File: src/rtl/mdu_div.sv
// Iterative radix-2 restoring divider for RV32M DIV/DIVU/REM/REMU.
// One quotient bit per cycle; divide-by-zero and signed overflow bypass the iteration.
module mdu_div #(
    parameter int DATA_WIDTH = 32
) (
    input  logic                  clk_i,
    input  logic                  rst_i,
    input  logic                  div_valid_i,
    output logic                  div_ready_o,
    input  logic [1:0]            div_op_i,
    input  logic [DATA_WIDTH-1:0] div_src1_i,
    input  logic [DATA_WIDTH-1:0] div_src2_i,
    input  logic                  div_flush_i,
    output logic                  div_done_o,
    output logic [DATA_WIDTH-1:0] div_result_o
);

    localparam int W     = DATA_WIDTH;
    localparam int CNT_W = $clog2(DATA_WIDTH);
    localparam logic [CNT_W-1:0] LAST_STEP = CNT_W'(W - 1);
    localparam logic [W-1:0]     MIN_NEG   = {1'b1, {(W-1){1'b0}}};

    typedef enum logic [1:0] {
        IDLE = 2'd0,
        CALC = 2'd1,
        DONE = 2'd2
    } state_t;

    state_t           r_state;
    logic [CNT_W-1:0] r_cnt;
    logic [W:0]       r_rem;
    logic [W-1:0]     r_quo;
    logic [W-1:0]     r_divisor;
    logic             r_isRem;
    logic             r_negQ;
    logic             r_negR;
    logic [W-1:0]     r_result;

    logic         w_isSigned;
    logic         w_src1Neg;
    logic         w_src2Neg;
    logic [W-1:0] w_mag1;
    logic [W-1:0] w_mag2;
    logic         w_divByZero;
    logic         w_overflow;
    logic [W-1:0] w_fastResult;
    logic         w_accept;
    logic [W+1:0] w_diff;
    logic         w_borrow;
    logic [W:0]   w_remNext;
    logic [W-1:0] w_quoNext;
    logic [W-1:0] w_quoFinal;
    logic [W-1:0] w_remFinal;
    logic [W-1:0] w_calcResult;

    assign w_isSigned  = ~div_op_i[0];
    assign w_src1Neg   = w_isSigned & div_src1_i[W-1];
    assign w_src2Neg   = w_isSigned & div_src2_i[W-1];
    assign w_mag1      = w_src1Neg ? -div_src1_i : div_src1_i;
    assign w_mag2      = w_src2Neg ? -div_src2_i : div_src2_i;
    assign w_divByZero = (div_src2_i == '0);
    assign w_overflow  = w_isSigned & (div_src1_i == MIN_NEG) & (div_src2_i == '1);
    assign w_accept    = div_valid_i & (r_state == IDLE) & ~div_flush_i;

    always_comb begin
        w_fastResult = '0;
        if (w_divByZero) begin
            w_fastResult = div_op_i[1] ? div_src1_i : '1;
        end else if (w_overflow) begin
            w_fastResult = div_op_i[1] ? '0 : MIN_NEG;
        end
    end

    // The remainder is at most divisor-1, so r_rem[W] is always zero here;
    // the extra top bit of the difference is the borrow.
    assign w_diff     = {r_rem, r_quo[W-1]} - {2'b00, r_divisor};
    assign w_borrow   = w_diff[W+1];
    assign w_remNext  = w_borrow ? {r_rem[W-1:0], r_quo[W-1]} : w_diff[W:0];
    assign w_quoNext  = {r_quo[W-2:0], ~w_borrow};

    assign w_quoFinal   = r_negQ ? -w_quoNext : w_quoNext;
    assign w_remFinal   = r_negR ? -w_remNext[W-1:0] : w_remNext[W-1:0];
    assign w_calcResult = r_isRem ? w_remFinal : w_quoFinal;

    always_ff @(posedge clk_i) begin
        if (rst_i) begin
            r_state   <= IDLE;
            r_cnt     <= '0;
            r_rem     <= '0;
            r_quo     <= '0;
            r_divisor <= '0;
            r_isRem   <= 1'b0;
            r_negQ    <= 1'b0;
            r_negR    <= 1'b0;
            r_result  <= '0;
        end else begin
            case (r_state)
                IDLE: begin
                    if (w_accept) begin
                        r_isRem   <= div_op_i[1];
                        r_negQ    <= w_src1Neg ^ w_src2Neg;
                        r_negR    <= w_src1Neg;
                        r_divisor <= w_mag2;
                        r_quo     <= w_mag1;
                        r_rem     <= '0;
                        r_cnt     <= '0;
                        if (w_divByZero || w_overflow) begin
                            r_result <= w_fastResult;
                            r_state  <= DONE;
                        end else begin
                            r_state  <= CALC;
                        end
                    end
                end
                CALC: begin
                    if (div_flush_i) begin
                        r_state <= IDLE;
                    end else begin
                        r_rem <= w_remNext;
                        r_quo <= w_quoNext;
                        r_cnt <= r_cnt + CNT_W'(1);
                        if (r_cnt == LAST_STEP) begin
                            r_result <= w_calcResult;
                            r_state  <= DONE;
                        end
                    end
                end
                DONE: begin
                    r_state <= IDLE;
                end
                default: begin
                    r_state <= IDLE;
                end
            endcase
        end
    end

    assign div_ready_o  = (r_state == IDLE);
    assign div_done_o   = (r_state == DONE) & ~div_flush_i;
    assign div_result_o = r_result;

endmodule

File: config.mk
export PLATFORM = sky130hd
export DESIGN_NAME = mdu_div
export DESIGN_NICKNAME = d
export VERILOG_FILES = /design/src/rtl/mdu_div.sv
export SDC_FILE = /design/constraint.sdc
export NUM_CORES = 1
export LEC_CHECK = 0
export ABC_AREA = 1
export CAP_MARGIN = 10
export CORE_UTILIZATION = 55
export CTS_BUF_LIST = sky130_fd_sc_hd__clkbuf_8
export DETAILED_ROUTE_END_ITERATION = 6
export PLACE_DENSITY = 0.81
export SLEW_MARGIN = 15
export SYNTH_ARGS = -nofsm -noshare
export SYNTH_HDL_FRONTEND = slang
export SYNTH_SLANG_ARGS = --single-unit
export TNS_END_PERCENT = 10
File: constraint.sdc
create_clock -name clk_i -period 5.2 [get_ports clk_i]
set_clock_uncertainty 0.2 [all_clocks]
set_input_delay 1.04 -clock clk_i [delete_from_list [all_inputs] [get_ports clk_i]]
set_output_delay 1.04 -clock clk_i [all_outputs]
set_load 0.03 [all_outputs]
==> key figures, run 1 <==
Worst setup path
  – Worst Path Required: 5.39 ns
  – Setup crit end kind: flip-flop
  – Crit start category: flip-flop
  – Critical Path Fanout Max: 18
  – Arr. time, crit path: between 5 and 6 ns
  – Setup CP Type: reg -> reg

Global route
  – Wire length of the first global-routing pass: around 74,000 um
  – GR Util All Layers: 39.7%
  – Largest net degree at the start of global routing: 93
  – Total congestion overflow: 0
  – Initial antenna violation count: 1
  – Vias in the first global route: ~14,000

Placement
  – Placed Cells: 2,516
  – Port Buf Inserts: roughly 100
  – RD Place Congestion: 0.957
  – Dpl hpwl: around 36,000 um

Routing
  – Routed Wire Length: about 47,000 um
  – Post-route DRC violation count: 0
  – DR iter-0 viols: between 1,500 and 2,000
  – Routed Antenna Nets: 0
  – Pre-antenna DRT Iters: 6
  – Via/cell ratio: 5.83
  – Routed wire per std cell: roughly 18 um
  – Via count: about 15,000

Timing
  – Slew Viols, Final: 0
  – Slew HR: slightly below 30%
  – Crit path time final: a little under 5 ns
  – Fin. Hold Viols: 0
  – Final worst-path cycle share: around 93%
  – Setup TNS: 0 ns
  – Slew @ Worst Pin: about 1.1 ns
  – Setup violators final: 0
  – RSZ-0062 raised after global routing: no
  – Fmax: 207 MHz

Die
  – Die area: ~0.024 sq mm
  – Placeable Area: about 0.023 sq mm
  – Row cnt: 55
  – # IOs: between 100 and 150
  – Die width: 154 um
  – Die Y: 154 um
  – Starting Density: 56.2%

Synth
  – Syn nets: between 2,000 and 2,500
  – Area contributors post-synth: dfxtp_1 (22%), nand2_1 (18%), a21oi_1 (8.4%)
  – Number of synthesized flops with an enable pin: 0
  – Yosys top cell area share: between 20% and 30%
  – Yosys reg bits: approximately 140
  – Post-synth ARST share: 0%
  – Cells after Synth: roughly 2,200
  – Post-synth top area cell: dfxtp_1
  – Distinct cells, synth: 59
  – Synth warn: 0
  – Mean area per synthesized cell: approximately 5.8 sq um
  – Syn Std Cell Area: about 0.013 sq mm
  – Seq/Total Area, Yosys: 21.9%
  – Count leader, synth: nand2_1
  – Post-synth top flop: dfxtp_1
  – Synth top cells by count: nand2_1 (613), inv_1 (275), a21oi_1 (213)

Cells and area
  – Number of fillers in the final layout: around 2,300
  – Synth-to-Final Area Change: 11.9%
  – Layout Cells excl Fill: 2,548
  – Antenna cells: 0
  – Final nets: 2,360
  – Multi-input gate area: between 0.008 and 0.009 sq mm
  – Register area: 0.00278 sq mm
  – Layout cell share with drive strength beyond 1: under 10%

CTS
  – # Post-CTS Setup Buffers: 0
  – Clock Path Buffers: 2
  – Hold buffers post-CTS: 0
  – CTS sink count: between 100 and 150
  – CTS HTree Levels: 4
  – CTS Root Cell: clkbuf_8
  – Worst-Skew Late Latency: 0.46 ns
  – CTS tree: built
  – Total CTS buffers: 17
  – Cts repair resizes: 0
  – Worst-path clk slew: about 0.09 ns

Flow run
  – Max-Cap Viols: 0

Power and ir drop
  – PwrDens: around 240 mW/mm^2
  – Max VDD drop: approximately 190 uV
  – Leak Pwr: roughly 0.0068 uW

Worst hold path
  – Hold Crit Class: reg -> reg

Run status
  – Status: finished clean
==> metal layers <==
layer  vias up  routed length, um  part of all wire, %  global-route usage (%)
met3       110               4540                  9.7                    7.13
li1       7268                  -                    -                       -
met1      6717              20300                   43                    54.3
met5         -                  0                    0                       0
met2       770              20300                   43                    61.8
met4         0               1720                  3.7                    15.5
==> critical path, stage by stage (launching register included) <==
cell and delay, ns:
dfxtp_1 0.42, inv_1 0.11, ha_1 0.37, nand2_1 0.16, nor2_2 0.07, and2_2 0.22, a21oi_4 0.26, nand3_4 0.27
nand2_8 0.15, ha_1 0.19, nand3_1 0.12, nor3_1 0.27, nand2_1 0.15, nor3_1 0.30, nand3_1 0.17, nand2_1 0.15
o21ai_0 0.14, inv_1 0.08, o21ai_0 0.12, nor2_1 0.23, nand2_1 0.08, a21oi_1 0.15, a21oi_1 0.10, nand2_1 0.11
nand2_1 0.05, a21oi_1 0.12
==> cells by family (layout without fill, tap and decap cells) <==
kind of cell | after synthesis | after routing | synth area share (%)
buffers and inverters | 373 | 440 | 11.7
AND/OR/NAND/NOR | 1129 | 1129 | 38.6
XOR/XNOR | 65 | 65 | 4.47
AO/OA/AOI/OAI | 450 | 450 | 19.4
flip-flops | 139 | 139 | 21.9
adder cells (fa/ha/maj) | 40 | 40 | 3.99
==> registers in the layout, indices dropped and copies added (netlist names) <==
signal,flops
div_result_o,32
r_cnt,5
r_divisor,32
r_isRem,1
r_negQ,1
r_negR,1
r_quo,32
r_rem,33
r_state,2
==> report_power, final <==
group / switching, uW / total [uW] / internal (uW)
Combinational: 929 / 1340 / 413
Sequential: 52.1 / 1170 / 1120
Clock: 512 / 914 / 402
==> path summary, 6_finish.rpt <==
| path | startpoint | to | slack [ns] | cells after the start |
|---|---|---|---|---|
| worst max-delay path | r_divisor[25] | div_result_o[30] | 0.36 | 25 |
| worst min-delay path | div_result_o[27] | div_result_o[27] | 0.27 | 2 |
| worst max register to register | r_divisor[25] | div_result_o[30] | 0.36 | 25 |
| worst min register to register | div_result_o[27] | div_result_o[27] | 0.27 | 2 |
==> final cells by class <==
class	instances	area share [%]
Timing Repair Buffer	124	8.33
Inverter	284	7.49
Multi-Input combinational cell	1684	59.4
Clock buffer	18	1.74
Sequential cell	139	19.5
Tap cell	285	2.50
Clock inverter	14	0.958
==> stage by stage <==
| stage | hold slack, ns | total power (uW) | area (sq um) | util [%] | setup WS [ns] |
|---|---|---|---|---|---|
| final | 0.269 | 3430 | 14200 | 62.9 | 0.364 |
| after floorplan | 0.245 | 2070 | 12700 | - | 1.25 |
| after detailed placement | 0.257 | 2490 | 13900 | 61.2 | 0.568 |
| after CTS | 0.269 | 3380 | 14200 | 62.9 | 0.504 |
| after global placement | 0.251 | 2470 | 13900 | 61.2 | 0.672 |
| after global routing | 0.281 | 3610 | 14200 | 62.9 | 0.0232 |
==> cell usage in the layout (no fill, tap or decap), drive strengths merged, types with 7 or more instances in the layout <==
cell           synthesis  layout
clkdlybuf4s50          0     102
o21ai                164     164
dfxtp                139     139
nand4                 27      27
xnor2                 17      17
xor2                  48      48
nand3                155     155
nor2                 220     220
buf                   29      22
nor3                  48      48
a21oi                217     217
ha                    39      39
clkinv                 2       7
nand3b                14      14
o21bai                 7       7
clkbuf                59      18
o221ai                14      14
inv                  282     288
nand2                644     644
a31oi                 14      14
nor4                  11      11
o211ai                23      23
Note: power is estimated with default switching activity, not from simulation.
==> run 2, diff against run 1 <==
--- a/config.mk
+++ b/config.mk
@@ -10,7 +10,8 @@
 export CORE_UTILIZATION = 55
 export CTS_BUF_LIST = sky130_fd_sc_hd__clkbuf_8
 export DETAILED_ROUTE_END_ITERATION = 6
-export PLACE_DENSITY = 0.81
+export PLACE_DENSITY = 0.84
+export SKIP_LAST_GASP = 1
 export SLEW_MARGIN = 15
 export SYNTH_ARGS = -nofsm -noshare
 export SYNTH_HDL_FRONTEND = slang
==> constraint.sdc (replaced) <==
create_clock -name clk_i -period 4.4 [get_ports clk_i]
set_clock_uncertainty 0.2 [all_clocks]
set_input_delay 0.88 -clock clk_i [delete_from_list [all_inputs] [get_ports clk_i]]
set_output_delay 0.88 -clock clk_i [all_outputs]
set_load 0.03 [all_outputs]
==> run 2 against run 1 <==
- cell count grew 0.78%
- largest power group unchanged
- global-route usage decreased by 1.1 points
- worst hold slack improved by 0.0013 ns
- clock power increased by 29%
- critical path type unchanged
- wire length fell by 1.8%
==> key figures, run 2 (synthesized netlist as in run 1, its figures left out) <==
Worst setup path
  – CP delay by family, top: simple AND/OR/NAND/NOR gates
  – Slowest library cell on the worst path: dfxtp_1
  – Arr. time, crit path: roughly 4.5 ns
  – Crit start category: flip-flop
  – Critical Path Fanout Max: 34
  – Slowest stage delay, CP: ~0.49 ns
  – Setup crit end kind: flip-flop
  – CP cell instances: ha_4, nand2_2, inv_1, nand2_1, nand2_1, nand2_1, nand2_1, a21oi_4, nand3_4, nand2_8, buf_4, nand2_1, nand2_4, ha_1, nand2_1, nor2_1, nand2_1, nor2_1, nand2_1, nand3_1, nand3_1, nand3_1, nand2_1, a21oi_1
  – CP dominant cell by count: nand2_1
  – Setup CP Type: reg -> reg
  – Crit path buffers/inverters: 2
  – Worst Path Required: between 4 and 5 ns

CTS
  – Clock Path Buffers: 2
  – Worst-path clk slew: around 0.10 ns
  – CTS sink count: 139
  – CTS HTree Levels: 4
  – Worst-Skew Late Latency: about 0.47 ns
  – Total CTS buffers: 17
  – CTS Root Cell: clkbuf_8
  – CTS tree: built

Global route
  – GR Util met2: 58.6%
  – Initial antenna violation count: 1
  – Vias in the first global route: roughly 13,000
  – GRT Max-Usage Layer: met2
  – Wire length of the first global-routing pass: around 72,000 um
  – Met3 usage: 7.41%
  – Total congestion overflow: 0
  – GR Util met1: between 50% and 60%
  – GR Util All Layers: between 30% and 40%
  – Largest net degree at the start of global routing: 95

Routing
  – Routed Antenna Nets: 0
  – Routed wire per std cell: roughly 18 um
  – Routed Wire Length: 46,000 um
  – DR iter-0 viols: about 2,100
  – Post-route DRC violation count: 0
  – Pre-antenna DRT Iters: 6
  – Via/cell ratio: 5.94
  – Via count: around 15,000

Timing
  – Final worst-path cycle share: 96.6%
  – Setup violators final: 0
  – Final setup margin: between 0.1 and 0.15 ns
  – Slew @ Worst Pin: between 1 and 1.5 ns
  – Setup TNS: 0 ns
  – Crit path time final: around 4.3 ns
  – Slew HR: 24.8%
  – Slew Viols, Final: 0
  – Fin. Hold Viols: 0
  – Fmax: roughly 240 MHz

Cells and area
  – Final nets: 2,380
  – Antenna cells: 0
  – Commonest non-fill, non-tap cell in the layout: nand2_1
  – Commonest non-fill, non-tap cells in the layout: nand2_1 (604), inv_1 (274), a21oi_1 (212)
  – Final instance area: approximately 0.015 sq mm
  – Largest Register: r_rem
  – Synth-to-Final Area Change: 14.8%
  – Layout cell share with drive strength beyond 1: 7.75%
  – Largest register FFs: 33

Power and ir drop
  – Max VDD drop: between 200 and 250 uV
  – PwrDens: ~290 mW/mm^2
  – Leak Pwr: ~0.007 uW
  – Tot Pwr: 4190 uW

Flow run
  – Max-Cap Viols: 0

Die
  – Die width: between 150 and 200 um
  – # IOs: between 100 and 150
  – Placeable Area: between 0.02 and 0.025 sq mm
  – Die area: ~0.024 sq mm
  – Die Y: approximately 150 um
  – Starting Density: 56.2%
  – Row cnt: 55

Worst hold path
  – Hold Crit Class: reg -> reg

Placement
  – RD Place Congestion: between 0.9 and 1
  – Pre-CTS setup slack: slightly above 0.009 ns
  – Dpl hpwl: between 30,000 and 40,000 um
  – Cell Area, Placed: 0.0140 sq mm
  – Port Buf Inserts: 103

Run status
  – Status: finished clean
[run 2: cell types whose count changed in the layout (fill, tap and decap cells not counted), sizes merged]
cell	before	now
buf	22	42
bufinv	1	3
clkbuf	18	17
inv	288	287
[run 2: worst reg2reg max path: cells and delay by family, from the launching register on]
family	cells	cell delay, ns
buf+inv	2	0.43
compound gates	2	0.42
simple gates	18	2.17
flops	1	0.49
fa+ha+maj	2	0.49
[run 2: where the power goes]
part,switching [uW],leakage [uW],internal (uW)
Clock,606,0.000208,570
Sequential,63.7,0.00113,1320
Combinational,1100,0.00555,523
Total,1770,0.00689,2420
[run 2: worst paths after layout]
check	start	slack [ns]	endpoint	depth (start not counted)
worst max-delay path	r_rem[18]	0.15	div_result_o[16]	24
worst min-delay path	div_result_o[18]	0.27	div_result_o[18]	2
worst max register to register	r_rem[18]	0.15	div_result_o[16]	24
worst min register to register	div_result_o[18]	0.27	div_result_o[18]	2
[run 2: repair_timing]
item / CTS / global route
gates resized for setup: 0 / 37
setup buffers: 0 / 2
setup endpoints to repair: 0 / 8
hold buffers: 0 / 0
[run 2: routing by layer]
metal	share of wire (%)	wire length (um)
met5	0	0
met4	3.3	1530
met3	11	5290
met2	43	19800
met1	42	19400
[run 2: cell type report]
class | instances | area (sq um)
Multi-Input combinational cell | 1684 | 8640
Sequential cell | 139 | 2790
Inverter | 284 | 1070
Tap cell | 285 | 357
Fill cell | 2113 | 8040
Clock buffer | 17 | 234
Timing Repair Buffer | 144 | 1340
Clock inverter | 15 | 185
[run 2: metrics by stage]
step	util [%]	std cells	hold slack, ns
floorplan	-	2196	0.245
global placement	61.8	2534	0.253
detailed placement	61.8	2534	0.257
CTS	63.6	2566	0.272
global route	64.5	2568	0.283
finish	64.5	2568	0.271
==> run 3, diff against run 2 <==
--- a/config.mk
+++ b/config.mk
@@ -11,6 +11,7 @@
 export CTS_BUF_LIST = sky130_fd_sc_hd__clkbuf_8
 export DETAILED_ROUTE_END_ITERATION = 6
 export PLACE_DENSITY = 0.84
+export SKIP_CTS_REPAIR_TIMING = 1
 export SKIP_LAST_GASP = 1
 export SLEW_MARGIN = 15
 export SYNTH_ARGS = -nofsm -noshare
==> results of run 3 <==
The final DEF is identical to that of run 2; final timing and power are the same.
==> RTL edit: new RTL, settings of run 1 <==
Add an input register stage for `div_valid_i`, `div_op_i`, `div_src1_i`, `div_src2_i` and `div_flush_i`, with the module's reset; this delays them by one clock.
--- a/src/rtl/mdu_div.sv
+++ b/src/rtl/mdu_div.sv
@@ -26,6 +26,28 @@
         DONE = 2'd2
     } state_t;
 
+    logic div_valid_q;
+    logic [1:0] div_op_q;
+    logic [DATA_WIDTH-1:0] div_src1_q;
+    logic [DATA_WIDTH-1:0] div_src2_q;
+    logic div_flush_q;
+
+    always_ff @(posedge clk_i) begin
+        if (rst_i) begin
+            div_valid_q <= '0;
+            div_op_q    <= '0;
+            div_src1_q  <= '0;
+            div_src2_q  <= '0;
+            div_flush_q <= '0;
+        end else begin
+            div_valid_q <= div_valid_i;
+            div_op_q    <= div_op_i;
+            div_src1_q  <= div_src1_i;
+            div_src2_q  <= div_src2_i;
+            div_flush_q <= div_flush_i;
+        end
+    end
+
     state_t           r_state;
     logic [CNT_W-1:0] r_cnt;
     logic [W:0]       r_rem;
@@ -53,21 +75,21 @@
     logic [W-1:0] w_remFinal;
     logic [W-1:0] w_calcResult;
 
-    assign w_isSigned  = ~div_op_i[0];
-    assign w_src1Neg   = w_isSigned & div_src1_i[W-1];
-    assign w_src2Neg   = w_isSigned & div_src2_i[W-1];
-    assign w_mag1      = w_src1Neg ? -div_src1_i : div_src1_i;
-    assign w_mag2      = w_src2Neg ? -div_src2_i : div_src2_i;
-    assign w_divByZero = (div_src2_i == '0);
-    assign w_overflow  = w_isSigned & (div_src1_i == MIN_NEG) & (div_src2_i == '1);
-    assign w_accept    = div_valid_i & (r_state == IDLE) & ~div_flush_i;
+    assign w_isSigned  = ~div_op_q[0];
+    assign w_src1Neg   = w_isSigned & div_src1_q[W-1];
+    assign w_src2Neg   = w_isSigned & div_src2_q[W-1];
+    assign w_mag1      = w_src1Neg ? -div_src1_q : div_src1_q;
+    assign w_mag2      = w_src2Neg ? -div_src2_q : div_src2_q;
+    assign w_divByZero = (div_src2_q == '0);
+    assign w_overflow  = w_isSigned & (div_src1_q == MIN_NEG) & (div_src2_q == '1);
+    assign w_accept    = div_valid_q & (r_state == IDLE) & ~div_flush_q;
 
     always_comb begin
         w_fastResult = '0;
         if (w_divByZero) begin
-            w_fastResult = div_op_i[1] ? div_src1_i : '1;
+            w_fastResult = div_op_q[1] ? div_src1_q : '1;
         end else if (w_overflow) begin
-            w_fastResult = div_op_i[1] ? '0 : MIN_NEG;
+            w_fastResult = div_op_q[1] ? '0 : MIN_NEG;
         end
     end
 
@@ -97,7 +119,7 @@
             case (r_state)
                 IDLE: begin
                     if (w_accept) begin
-                        r_isRem   <= div_op_i[1];
+                        r_isRem   <= div_op_q[1];
                         r_negQ    <= w_src1Neg ^ w_src2Neg;
                         r_negR    <= w_src1Neg;
                         r_divisor <= w_mag2;
@@ -113,7 +135,7 @@
                     end
                 end
                 CALC: begin
-                    if (div_flush_i) begin
+                    if (div_flush_q) begin
                         r_state <= IDLE;
                     end else begin
                         r_rem <= w_remNext;
@@ -136,7 +158,7 @@
     end
 
     assign div_ready_o  = (r_state == IDLE);
-    assign div_done_o   = (r_state == DONE) & ~div_flush_i;
+    assign div_done_o   = (r_state == DONE) & ~div_flush_q;
     assign div_result_o = r_result;
 
 endmodule
Behaviour: not the same (Yosys sat finds a counterexample within 4 cycles, from zero or initial values and one cycle with rst_i high).
==> RTL edit against run 1 <==
- first-iteration DRC count grew 0.60%
- setup slack gained 210 ps
- sequential cell count grew 68
- routed wire length grew 8.0%
- area after synthesis grew 14%
- design area grew 16%
- largest cell class unchanged
Power is not compared: it rests on default switching activity, and its combinational part moved more than twofold at a synthesized area within 25%.
==> RTL edit: results <==
group,metric,value,unit
finish,multi_input_area,8770,sq um
yosys,syn_nets,2470,
critical_path,cp-startpoint,"r_divisor[7]",
place,pre_cts_slack,621,ps
finish,clock_area_frac,0.0463,
global_route,grt_pass1_wl,77500,microns
finish,drive_gt1_frac,0.0707,
critical_path,arrival,4860,ps
route,met1_length,21800,microns
power,p_comb,3.04,mW
timing,worstMarginPinSlew,913,ps
route,wirelength,50600,microns
finish,final.fill_count,2516,
critical_path,cp_max_fo,15,
yosys,synth_area_leaders,"dfxtp_1 28%, nand2_1 16%, inv_1 7.9%, a21oi_1 7.5%, nor2_1 7.0%",
finish,multi_input_cells,1740,
yosys,yosysSeqAreaShare,0.285,
yosys,yosys-top-cells-count,"602 x nand2_1, 305 x inv_1, 273 x nor2_1",
global_route,antenna_found_initial,0,
cts,cts.htree.levels,2,
route,drtIter0Drc,1847,
route,vias,15900,
cts,cts_buffer_depth,3,
outcome,status,"finished, final reports clean",
place,dp_hpwl,38100,microns
yosys,synth_top_cell_area_share,0.285,
route,wl_met2,21000,microns
yosys,syn_avg_cell_area,6.17,sq um
yosys,synth_fa_ha_area_frac,0.0349,
cts,clkTransAtPathRegs,70,ps
finish,buf_share,0.0712,
route,dr.pass1.iters,7,
finish,instances_no_fill,2782,
yosys,synth_compound_area_frac,0.179,
route,dr_wl_met3,6090,microns
global_route,grt.total_usage,0.373,
finish,signal_buffers,122,
place,dp.cells,2719,
cts,worstSkewPairLatency,560,ps
cts,post-cts-setup-buffer-count,0,
cts,numCtsBuffers,38,
finish,clockBufferCount,44,
global_route,grt_pass1_vias,14200,
finish,fin_util,0.633,
place,gp_congestion,0.984,
yosys,synth-xor-area-share,0.0373,
finish,seq_share,0.252,
hold_path,hp-start,"div_result_o[14]",
critical_path,max_stage_delay,350,ps
RTL edit: cell types whose count changed after synthesis, moves of 10 or more:
cell	delta
dfxtp_1	+68
nor2_1	+65
inv_1	+30
nand3_1	-22
clkbuf_1	+14
o211ai_1	-14
nand2_1	-11
nor3_1	-10
RTL edit: tightest hold or removal path, cell delays in order, from the launching register on:
cell	delay [ps]
dfxtp_1	310
nand2_1	60
a21oi_1	50
RTL edit: per-layer routing:
layer  vias up  GRT usage
met3       103     0.0989
met5         -          0
met2       844      0.549
met4         0      0.133
met1      7187      0.520
li1       7741          -
RTL edit: final timing paths:
path / to / slack (ps) / cells after the start
worst min-delay path: div_result_o[14] / 260 / 2
worst min register to register: div_result_o[14] / 260 / 2
worst max-delay path: div_result_o[28] / 570 / 30
worst max register to register: div_result_o[28] / 570 / 30
RTL edit: repair_timing:
action / CTS / global route
hold endpoints to repair: 0 / 0
gates resized for setup: 0 / 1
endpoints found under the setup margin: 0 / 2
